===== src/rtl/dcache_if.sv =====
// -----------------------------------------------------------------------------
// dcache_if: bundle of the LSU-side and memory-side signals of dcache_ctrl.
//
// LSU side (cpu_*):
//   cpu_req   : access request, sampled only while the cache is idle
//   cpu_we    : 1 = store, 0 = load
//   cpu_addr  : byte address
//   cpu_wdata : store data
//   cpu_sel   : byte_sel / half_word_sel / word_sel
//   cpu_rdata : load word, valid while cpu_ready = 1 (0 for stores)
//   cpu_ready : one-cycle completion pulse
//   cpu_busy  : 1 whenever the controller is not idle
//
// Memory side (mem_*), matching the mem_ram port set:
//   mem_ce / mem_rd_addr / mem_rd_data : 256-bit line read, data combinational
//   mem_we / mem_wr_addr / mem_wr_data / mem_wr_sel : forwarded store
//
// Handshake: a request is accepted on a rising edge where cpu_req = 1 and
// cpu_busy = 0; the LSU holds or reissues requests raised while busy. The
// access completes with exactly one cpu_ready cycle and no back-pressure.
// mem_ce and mem_we are single-cycle strobes, never asserted together.
//
// Modports: slave = the cache controller, master = the LSU/memory environment.
// -----------------------------------------------------------------------------
interface dcache_if #(
    parameter int SEL_W = 2
);
    logic             cpu_req;
    logic             cpu_we;
    logic [31:0]      cpu_addr;
    logic [31:0]      cpu_wdata;
    logic [SEL_W-1:0] cpu_sel;
    logic [31:0]      cpu_rdata;
    logic             cpu_ready;
    logic             cpu_busy;

    logic             mem_ce;
    logic [31:0]      mem_rd_addr;
    logic [255:0]     mem_rd_data;
    logic             mem_we;
    logic [31:0]      mem_wr_addr;
    logic [31:0]      mem_wr_data;
    logic [SEL_W-1:0] mem_wr_sel;

    modport slave (
        input  cpu_req, cpu_we, cpu_addr, cpu_wdata, cpu_sel, mem_rd_data,
        output cpu_rdata, cpu_ready, cpu_busy,
        output mem_ce, mem_rd_addr, mem_we, mem_wr_addr, mem_wr_data, mem_wr_sel
    );

    modport master (
        output cpu_req, cpu_we, cpu_addr, cpu_wdata, cpu_sel, mem_rd_data,
        input  cpu_rdata, cpu_ready, cpu_busy,
        input  mem_ce, mem_rd_addr, mem_we, mem_wr_addr, mem_wr_data, mem_wr_sel
    );
endinterface


===== src/rtl/dcache_ctrl.sv =====
// -----------------------------------------------------------------------------
// dcache_ctrl: direct-mapped, write-through, no-write-allocate data cache
// controller. LINES lines of 32 bytes, one 32-bit word returned per load.
//
// Ports:
//   clk         : clock, all state changes on the rising edge
//   rst         : synchronous active-low reset
//   bus         : dcache_if.slave (LSU request/ready + mem_ram read/write)
//   dbg_state_o : current FSM state (0 IDLE, 1 REFILL, 2 WRITE, 3 RESP)
//   hit_cnt     : load hits accepted in IDLE    (only with DCACHE_STATS_EN)
//   miss_cnt    : load misses accepted in IDLE  (only with DCACHE_STATS_EN)
//
// Optional feature macro: DCACHE_STATS_EN adds the two wrapping counters.
//
// Select encoding (shared with mem_ram): 0 byte, 1 half word, 2 word,
// 3 invalid. Lanes are always taken from the low end of the word, so the
// merge ignores addr[1:0], exactly as the memory does.
// -----------------------------------------------------------------------------
module dcache_ctrl #(
    parameter int LINES = 8,
    parameter int TAG_W = 32 - 5 - $clog2(LINES)
) (
    input  logic        clk,
    input  logic        rst,
    dcache_if.slave     bus,
    output logic [1:0]  dbg_state_o
`ifdef DCACHE_STATS_EN
    ,
    output logic [31:0] hit_cnt,
    output logic [31:0] miss_cnt
`endif
);

    localparam int IDX_W = $clog2(LINES);

    localparam logic [1:0] BYTE_SEL = 2'd0;
    localparam logic [1:0] HALF_SEL = 2'd1;
    localparam logic [1:0] WORD_SEL = 2'd2;

    typedef enum logic [1:0] {
        S_IDLE   = 2'd0,
        S_REFILL = 2'd1,
        S_WRITE  = 2'd2,
        S_RESP   = 2'd3
    } state_e;

    state_e state_q, state_d;

    // Request register
    logic        req_we_q;
    logic [31:0] req_addr_q;
    logic [31:0] req_wdata_q;
    logic [1:0]  req_sel_q;

    // Cache arrays
    logic [LINES-1:0] valid_q;
    logic [TAG_W-1:0] tag_q  [LINES];
    logic [255:0]     data_q [LINES];

    // Lookup of the incoming request. The FSM has to decide hit/miss in the
    // same IDLE cycle the request is latched, so it looks at the live bus,
    // which carries exactly the value being captured.
    logic [IDX_W-1:0] cpu_idx;
    logic [TAG_W-1:0] cpu_tag;
    logic             cpu_hit;

    assign cpu_idx = bus.cpu_addr[5 +: IDX_W];
    assign cpu_tag = bus.cpu_addr[31 -: TAG_W];
    assign cpu_hit = valid_q[cpu_idx] && (tag_q[cpu_idx] == cpu_tag);

    // Lookup of the latched request, used by REFILL/WRITE/RESP.
    logic [IDX_W-1:0] req_idx;
    logic [TAG_W-1:0] req_tag;
    logic [2:0]       req_word;
    logic             req_hit;
    logic [31:0]      cur_word;
    logic [31:0]      merged_word;

    assign req_idx  = req_addr_q[5 +: IDX_W];
    assign req_tag  = req_addr_q[31 -: TAG_W];
    assign req_word = req_addr_q[4:2];
    assign req_hit  = valid_q[req_idx] && (tag_q[req_idx] == req_tag);
    assign cur_word = data_q[req_idx][{req_word, 5'b00000} +: 32];

    always_comb begin
        merged_word = cur_word;
        case (req_sel_q)
            BYTE_SEL: merged_word = {cur_word[31:8],  req_wdata_q[7:0]};
            HALF_SEL: merged_word = {cur_word[31:16], req_wdata_q[15:0]};
            WORD_SEL: merged_word = req_wdata_q;
            default:  merged_word = cur_word;  // invalid sel leaves the line alone
        endcase
    end

    // FSM next-state and outputs. All memory-side address/data outputs are
    // forced to zero outside their own state so idle/reset values are clean.
    always_comb begin
        state_d         = state_q;
        bus.cpu_rdata   = 32'd0;
        bus.cpu_ready   = 1'b0;
        bus.mem_ce      = 1'b0;
        bus.mem_rd_addr = 32'd0;
        bus.mem_we      = 1'b0;
        bus.mem_wr_addr = 32'd0;
        bus.mem_wr_data = 32'd0;
        bus.mem_wr_sel  = 2'd0;
        case (state_q)
            S_IDLE: begin
                if (bus.cpu_req) begin
                    if (bus.cpu_we)   state_d = S_WRITE;
                    else if (cpu_hit) state_d = S_RESP;
                    else              state_d = S_REFILL;
                end
            end
            S_REFILL: begin
                bus.mem_ce      = 1'b1;
                bus.mem_rd_addr = {req_addr_q[31:5], 5'b00000};
                state_d         = S_RESP;
            end
            S_WRITE: begin
                bus.mem_we      = 1'b1;
                bus.mem_wr_addr = req_addr_q;
                bus.mem_wr_data = req_wdata_q;
                bus.mem_wr_sel  = req_sel_q;
                state_d         = S_RESP;
            end
            S_RESP: begin
                bus.cpu_ready = 1'b1;
                bus.cpu_rdata = req_we_q ? 32'd0 : cur_word;
                state_d       = S_IDLE;
            end
            default: state_d = S_IDLE;
        endcase
    end

    assign bus.cpu_busy = (state_q != S_IDLE);
    assign dbg_state_o  = state_q;

    // State and request register
    always_ff @(posedge clk) begin
        if (!rst) begin
            state_q     <= S_IDLE;
            req_we_q    <= 1'b0;
            req_addr_q  <= 32'd0;
            req_wdata_q <= 32'd0;
            req_sel_q   <= 2'd0;
        end else begin
            state_q <= state_d;
            if (state_q == S_IDLE && bus.cpu_req) begin
                req_we_q    <= bus.cpu_we;
                req_addr_q  <= bus.cpu_addr;
                req_wdata_q <= bus.cpu_wdata;
                req_sel_q   <= bus.cpu_sel;
            end
        end
    end

    // Valid bits are the only array state that needs reset; a reset during
    // REFILL wins, so the line being filled is never validated.
    always_ff @(posedge clk) begin
        if (!rst) begin
            valid_q <= '0;
        end else if (state_q == S_REFILL) begin
            valid_q[req_idx] <= 1'b1;
        end
    end

    // Tag/data arrays carry no reset; contents are meaningless while invalid.
    always_ff @(posedge clk) begin
        if (rst) begin
            if (state_q == S_REFILL) begin
                data_q[req_idx] <= bus.mem_rd_data;
                tag_q[req_idx]  <= req_tag;
            end else if (state_q == S_WRITE && req_hit) begin
                data_q[req_idx][{req_word, 5'b00000} +: 32] <= merged_word;
            end
        end
    end

`ifdef DCACHE_STATS_EN
    // Load hit/miss counters, counted when the load is accepted in IDLE.
    always_ff @(posedge clk) begin
        if (!rst) begin
            hit_cnt  <= 32'd0;
            miss_cnt <= 32'd0;
        end else if (state_q == S_IDLE && bus.cpu_req && !bus.cpu_we) begin
            if (cpu_hit) hit_cnt  <= hit_cnt + 32'd1;
            else         miss_cnt <= miss_cnt + 32'd1;
        end
    end
`endif

endmodule

===== src/flat_wrapper.sv =====
// flat-port wrapper written by rule: the top's interface ports become plain ports
module dcache_ctrl_flat 
#(
    parameter int LINES = 8,
    parameter int TAG_W = 32 - 5 - $clog2(LINES)
)
  (clk, rst, dbg_state_o, bus_cpu_req, bus_cpu_we, bus_cpu_addr, bus_cpu_wdata, bus_cpu_sel, bus_mem_rd_data, bus_cpu_rdata, bus_cpu_ready, bus_cpu_busy, bus_mem_ce, bus_mem_rd_addr, bus_mem_we, bus_mem_wr_addr, bus_mem_wr_data, bus_mem_wr_sel);
  dcache_if bus_i ();
  input  logic clk;
  input  logic rst;
  output logic [1:0] dbg_state_o;
  input wire logic [$bits(bus_i.cpu_req)-1:0] bus_cpu_req;
  input wire logic [$bits(bus_i.cpu_we)-1:0] bus_cpu_we;
  input wire logic [$bits(bus_i.cpu_addr)-1:0] bus_cpu_addr;
  input wire logic [$bits(bus_i.cpu_wdata)-1:0] bus_cpu_wdata;
  input wire logic [$bits(bus_i.cpu_sel)-1:0] bus_cpu_sel;
  input wire logic [$bits(bus_i.mem_rd_data)-1:0] bus_mem_rd_data;
  output wire logic [$bits(bus_i.cpu_rdata)-1:0] bus_cpu_rdata;
  output wire logic [$bits(bus_i.cpu_ready)-1:0] bus_cpu_ready;
  output wire logic [$bits(bus_i.cpu_busy)-1:0] bus_cpu_busy;
  output wire logic [$bits(bus_i.mem_ce)-1:0] bus_mem_ce;
  output wire logic [$bits(bus_i.mem_rd_addr)-1:0] bus_mem_rd_addr;
  output wire logic [$bits(bus_i.mem_we)-1:0] bus_mem_we;
  output wire logic [$bits(bus_i.mem_wr_addr)-1:0] bus_mem_wr_addr;
  output wire logic [$bits(bus_i.mem_wr_data)-1:0] bus_mem_wr_data;
  output wire logic [$bits(bus_i.mem_wr_sel)-1:0] bus_mem_wr_sel;
  assign bus_i.cpu_req = bus_cpu_req;
  assign bus_i.cpu_we = bus_cpu_we;
  assign bus_i.cpu_addr = bus_cpu_addr;
  assign bus_i.cpu_wdata = bus_cpu_wdata;
  assign bus_i.cpu_sel = bus_cpu_sel;
  assign bus_i.mem_rd_data = bus_mem_rd_data;
  assign bus_cpu_rdata = bus_i.cpu_rdata;
  assign bus_cpu_ready = bus_i.cpu_ready;
  assign bus_cpu_busy = bus_i.cpu_busy;
  assign bus_mem_ce = bus_i.mem_ce;
  assign bus_mem_rd_addr = bus_i.mem_rd_addr;
  assign bus_mem_we = bus_i.mem_we;
  assign bus_mem_wr_addr = bus_i.mem_wr_addr;
  assign bus_mem_wr_data = bus_i.mem_wr_data;
  assign bus_mem_wr_sel = bus_i.mem_wr_sel;
  dcache_ctrl #(.LINES(LINES), .TAG_W(TAG_W)) u_core (.clk(clk), .rst(rst), .bus(bus_i), .dbg_state_o(dbg_state_o));
endmodule

===== config.mk =====
export PLATFORM = sky130hd
export DESIGN_NAME = dcache_ctrl_flat
export DESIGN_NICKNAME = d
export VERILOG_FILES = /design/src/rtl/dcache_if.sv /design/src/rtl/dcache_ctrl.sv /design/src/flat_wrapper.sv
export SDC_FILE = /design/constraint.sdc
export NUM_CORES = 2
export LEC_CHECK = 0
export CORE_ASPECT_RATIO = 1.2
export CORE_MARGIN = 5
export CORE_UTILIZATION = 25
export CTS_CLUSTER_SIZE = 40
export DETAILED_ROUTE_END_ITERATION = 8
export MAX_ROUTING_LAYER = met4
export PLACE_DENSITY = 0.4
export RECOVER_POWER = 50
export SYNTH_ARGS = -nofsm -noshare
export SYNTH_HDL_FRONTEND = slang
export SYNTH_SLANG_ARGS = --single-unit

===== constraint.sdc =====
create_clock -name clk -period 7.2 [get_ports clk]
set_clock_uncertainty 0.1 [all_clocks]
set_input_delay 0.72 -clock clk [delete_from_list [all_inputs] [get_ports clk]]
set_output_delay 0.72 -clock clk [all_outputs]
set_load 0.05 [all_outputs]

==> impl_metrics.env <==
export IMPL_status="finished with violations"
export IMPL_violations="capacitance limit, slew limit"
export IMPL_cts_setup_buffers=0
export IMPL_power_leakage_nw=36.4
export IMPL_fin_nets=6356
export IMPL_synth_top_cell_by_area="edfxtp_1"
export IMPL_dr_first_iter_drc_count=6336
export IMPL_rsz0062_at_grt="no"
export IMPL_synthTopCellsByArea="edfxtp_1 70%, mux4_2 11%, mux2i_1 4.7%"
export IMPL_final_core_util=0.304
export IMPL_cpMaxStageDelayCell="mux2i_1"
export IMPL_drive_gt1_frac=0.203
export IMPL_synth_commonest_cells="2240 x edfxtp_1, 474 x mux4_2, 451 x mux2i_1"
export IMPL_slew_viol_final=1709
export IMPL_via_count=57600
export IMPL_drc=0
export IMPL_vias_per_cell=5.04
export IMPL_start_util=0.250
export IMPL_grt_pass1_vias=57800
export IMPL_dp_slack_ns=1.14
export IMPL_ff_latch_area_um2=68900
export IMPL_fin_ws_ns=0.185
export IMPL_max_stage_delay_ns=1.60
export IMPL_cp_max_fo=98
export IMPL_finalWirelength_um=421000
export IMPL_place_area_um2=110000
export IMPL_die_area_um2=398000
export IMPL_cp_data_required_time_ns=7.76
export IMPL_synth_cell_type_count=74
export IMPL_worstHoldStart="bus_cpu_addr[7]"
export IMPL_clk_latency_ns=0.98
export IMPL_setup_viol=0
export IMPL_rr_worst_depth=10
export IMPL_path_cells="buf_12 > buf_4 > mux2i_1 > a21oi_1 > a31oi_1 > o21ai_0 > o21a_1 > mux2i_1 > o21ai_0 > buf_4"
export IMPL_grt_max_degree=99
export IMPL_wl_per_cell_um=36.8
export IMPL_worstMarginPinSlew_ns=3.56
export IMPL_min_path_type="in -> reg"
export IMPL_cts_tree="built"
export IMPL_multi_input_area_um2=26400
export IMPL_cp_arrival_ns=7.58
export IMPL_clk_path_buf_depth=4
export IMPL_antenna_found_initial=50
export IMPL_ys_warn_count=0
export IMPL_die_width_um=577
export IMPL_cts_resized=0
export IMPL_maxSlewHeadroom=-1.37
export IMPL_grt_use_total=0.211
export IMPL_async_flop_share=0
export IMPL_syn_area_um2=96500
export IMPL_coreArea_um2=385000
export IMPL_synth_edf_count=2240
export IMPL_grt_first_pass_wirelength_um=556000
export IMPL_cap_violations=63
export IMPL_reg2reg_to="u_core.data_q[7][40]$_DFFE_PP_"
export IMPL_synth_seq_cells=2320
export IMPL_min_period_ns=7.01
export IMPL_h_tree_depth=4
export IMPL_num_rows=250
export IMPL_vdd_drop_max_uv=218
export IMPL_setup_tns_ns=0
export IMPL_min_period_over_period=0.974
export IMPL_overflow=0
export IMPL_fillers=38100
export IMPL_start_kind="register"
export IMPL_synthFlopType="edfxtp_1"
export IMPL_ys_seq_area_frac=0.714
export IMPL_yosysMostFrequentCell="edfxtp_1"
export IMPL_finalHoldViolCount=0
export IMPL_ant_nets=0
export IMPL_fin_area_um2=117000
export IMPL_ff2ff_setup_slack_ns=0.19
export IMPL_dr_pass1_iters=6
export IMPL_hpwl_um=285000
export IMPL_ctsHoldBuffers=0
export IMPL_clkSlewWorstSetupHoldPaths_ns=0.06
export IMPL_clock_root_buffer="clkbuf_16"
export IMPL_syn_area_per_cell_um2=18.0
export IMPL_clock_sinks=2320
export IMPL_syn_to_final_growth_pct=21.6
export IMPL_routabilityCongestion=0.837
export IMPL_synth_top_area_share=0.697
export IMPL_fmax_ghz=0.143
export IMPL_numCtsBuffers=248
export IMPL_synth_cells=5352
export IMPL_holdPathStages=3
export IMPL_worst_setup_path_type="reg -> reg"
export IMPL_p_per_area_nw_per_um2=320
export IMPL_io_buffers=456
export IMPL_die_y_um=690
export IMPL_end_kind="register"
export IMPL_ios=462
-- flip-flops by register name, summed over array words and instances (netlist names), named ones only --
signal / cells
u_core.req_sel_q: 2
u_core.req_addr_q: 32
u_core.dbg_state_o: 2
u_core.data_q: 2048
u_core.req_we_q: 1
u_core.tag_q: 192
u_core.req_wdata_q: 32
u_core.valid_q: 8
-- metrics by stage --
| step | instances | hold slack [ns] | power [W] |
|---|---|---|---|
| 2_1_floorplan | 5356 | 0.336 | 0.0197 |
| 5_1_grt | 11400 | 0.157 | 0.0385 |
| 3_3_place_gp | 10900 | 0.360 | 0.0251 |
| 4_1_cts | 11400 | 0.0914 | 0.0380 |
| 3_5_place_dp | 10900 | 0.362 | 0.0251 |
| 6_report | 11400 | 0.168 | 0.0375 |
-- routing by layer --
metal	global-route usage	part of all wire	up-vias
met5	-	0	-
met4	0.0641	0.036	0
met3	0.0407	0.073	488
met2	0.326	0.46	2469
met1	0.282	0.43	31400
li1	-	-	23200
-- how the worst max path moves through the flow --
stage / to / slack, ns / depth (start not counted)
global placement: u_core.data_q[4][40]$_DFFE_PP_ / 0.84 / 10
detailed placement: bus_cpu_rdata[21] / 1.14 / 9
finish: u_core.data_q[7][40]$_DFFE_PP_ / 0.19 / 10
CTS: bus_cpu_rdata[21] / 0.13 / 9
global route: bus_mem_wr_data[10] / 0.03 / 4
floorplan: u_core.data_q[0][224]$_DFFE_PP_ / 2.17 / 9
-- cells in the final DEF, fill, tap and decap left out, types with 118 or more instances in the layout --
| master | instances |
|---|---|
| edfxtp_1 | 2240 |
| mux4_2 | 474 |
| mux2i_1 | 435 |
| o21ai_0 | 118 |
| clkbuf_1 | 118 |
| nand2_1 | 263 |
| clkdlybuf4s50_1 | 355 |
| clkbuf_16 | 249 |
| buf_4 | 194 |
| o31ai_1 | 170 |
-- worst max-delay path: cells and delay by family (launching register included) --
family / cells / cell delay [ns]
buffers and inverters: 3 / 1.44
AOI/OAI and AO/OA: 5 / 2.07
muxes: 2 / 1.86
DFF: 1 / 0.86
-- where the power goes --
part | leakage, nW | internal (W) | switching (W)
Combinational | 11.6 | 0.00264 | 0.00624
Clock | 3.90 | 0.00733 | 0.00555
Sequential | 20.9 | 0.0153 | 0.000415
Total | 36.4 | 0.0253 | 0.0122
-- cell families after synthesis --
| kind of cell | share of synthesized area |
|---|---|
| and+or+nand+nor | 0.0336 |
| other | 0.0000389 |
| muxes | 0.163 |
| xor gates and xnor gates | 0.00318 |
| DFF | 0.714 |
| AOI/OAI and AO/OA | 0.0634 |
| adders and majority gates | 0.00130 |
| buffers and inverters | 0.0218 |
-- layout make-up --
class	instances	area share
clock inverters	161	0.0133
flip-flops and latches	2320	0.587
clock buffers	294	0.0547
diodes	38	0.000811
inverters	74	0.00240
multi-input cells	2574	0.225
repair buffers	802	0.0612
well taps	5166	0.0551
Power figures use the tool's default switching activity.
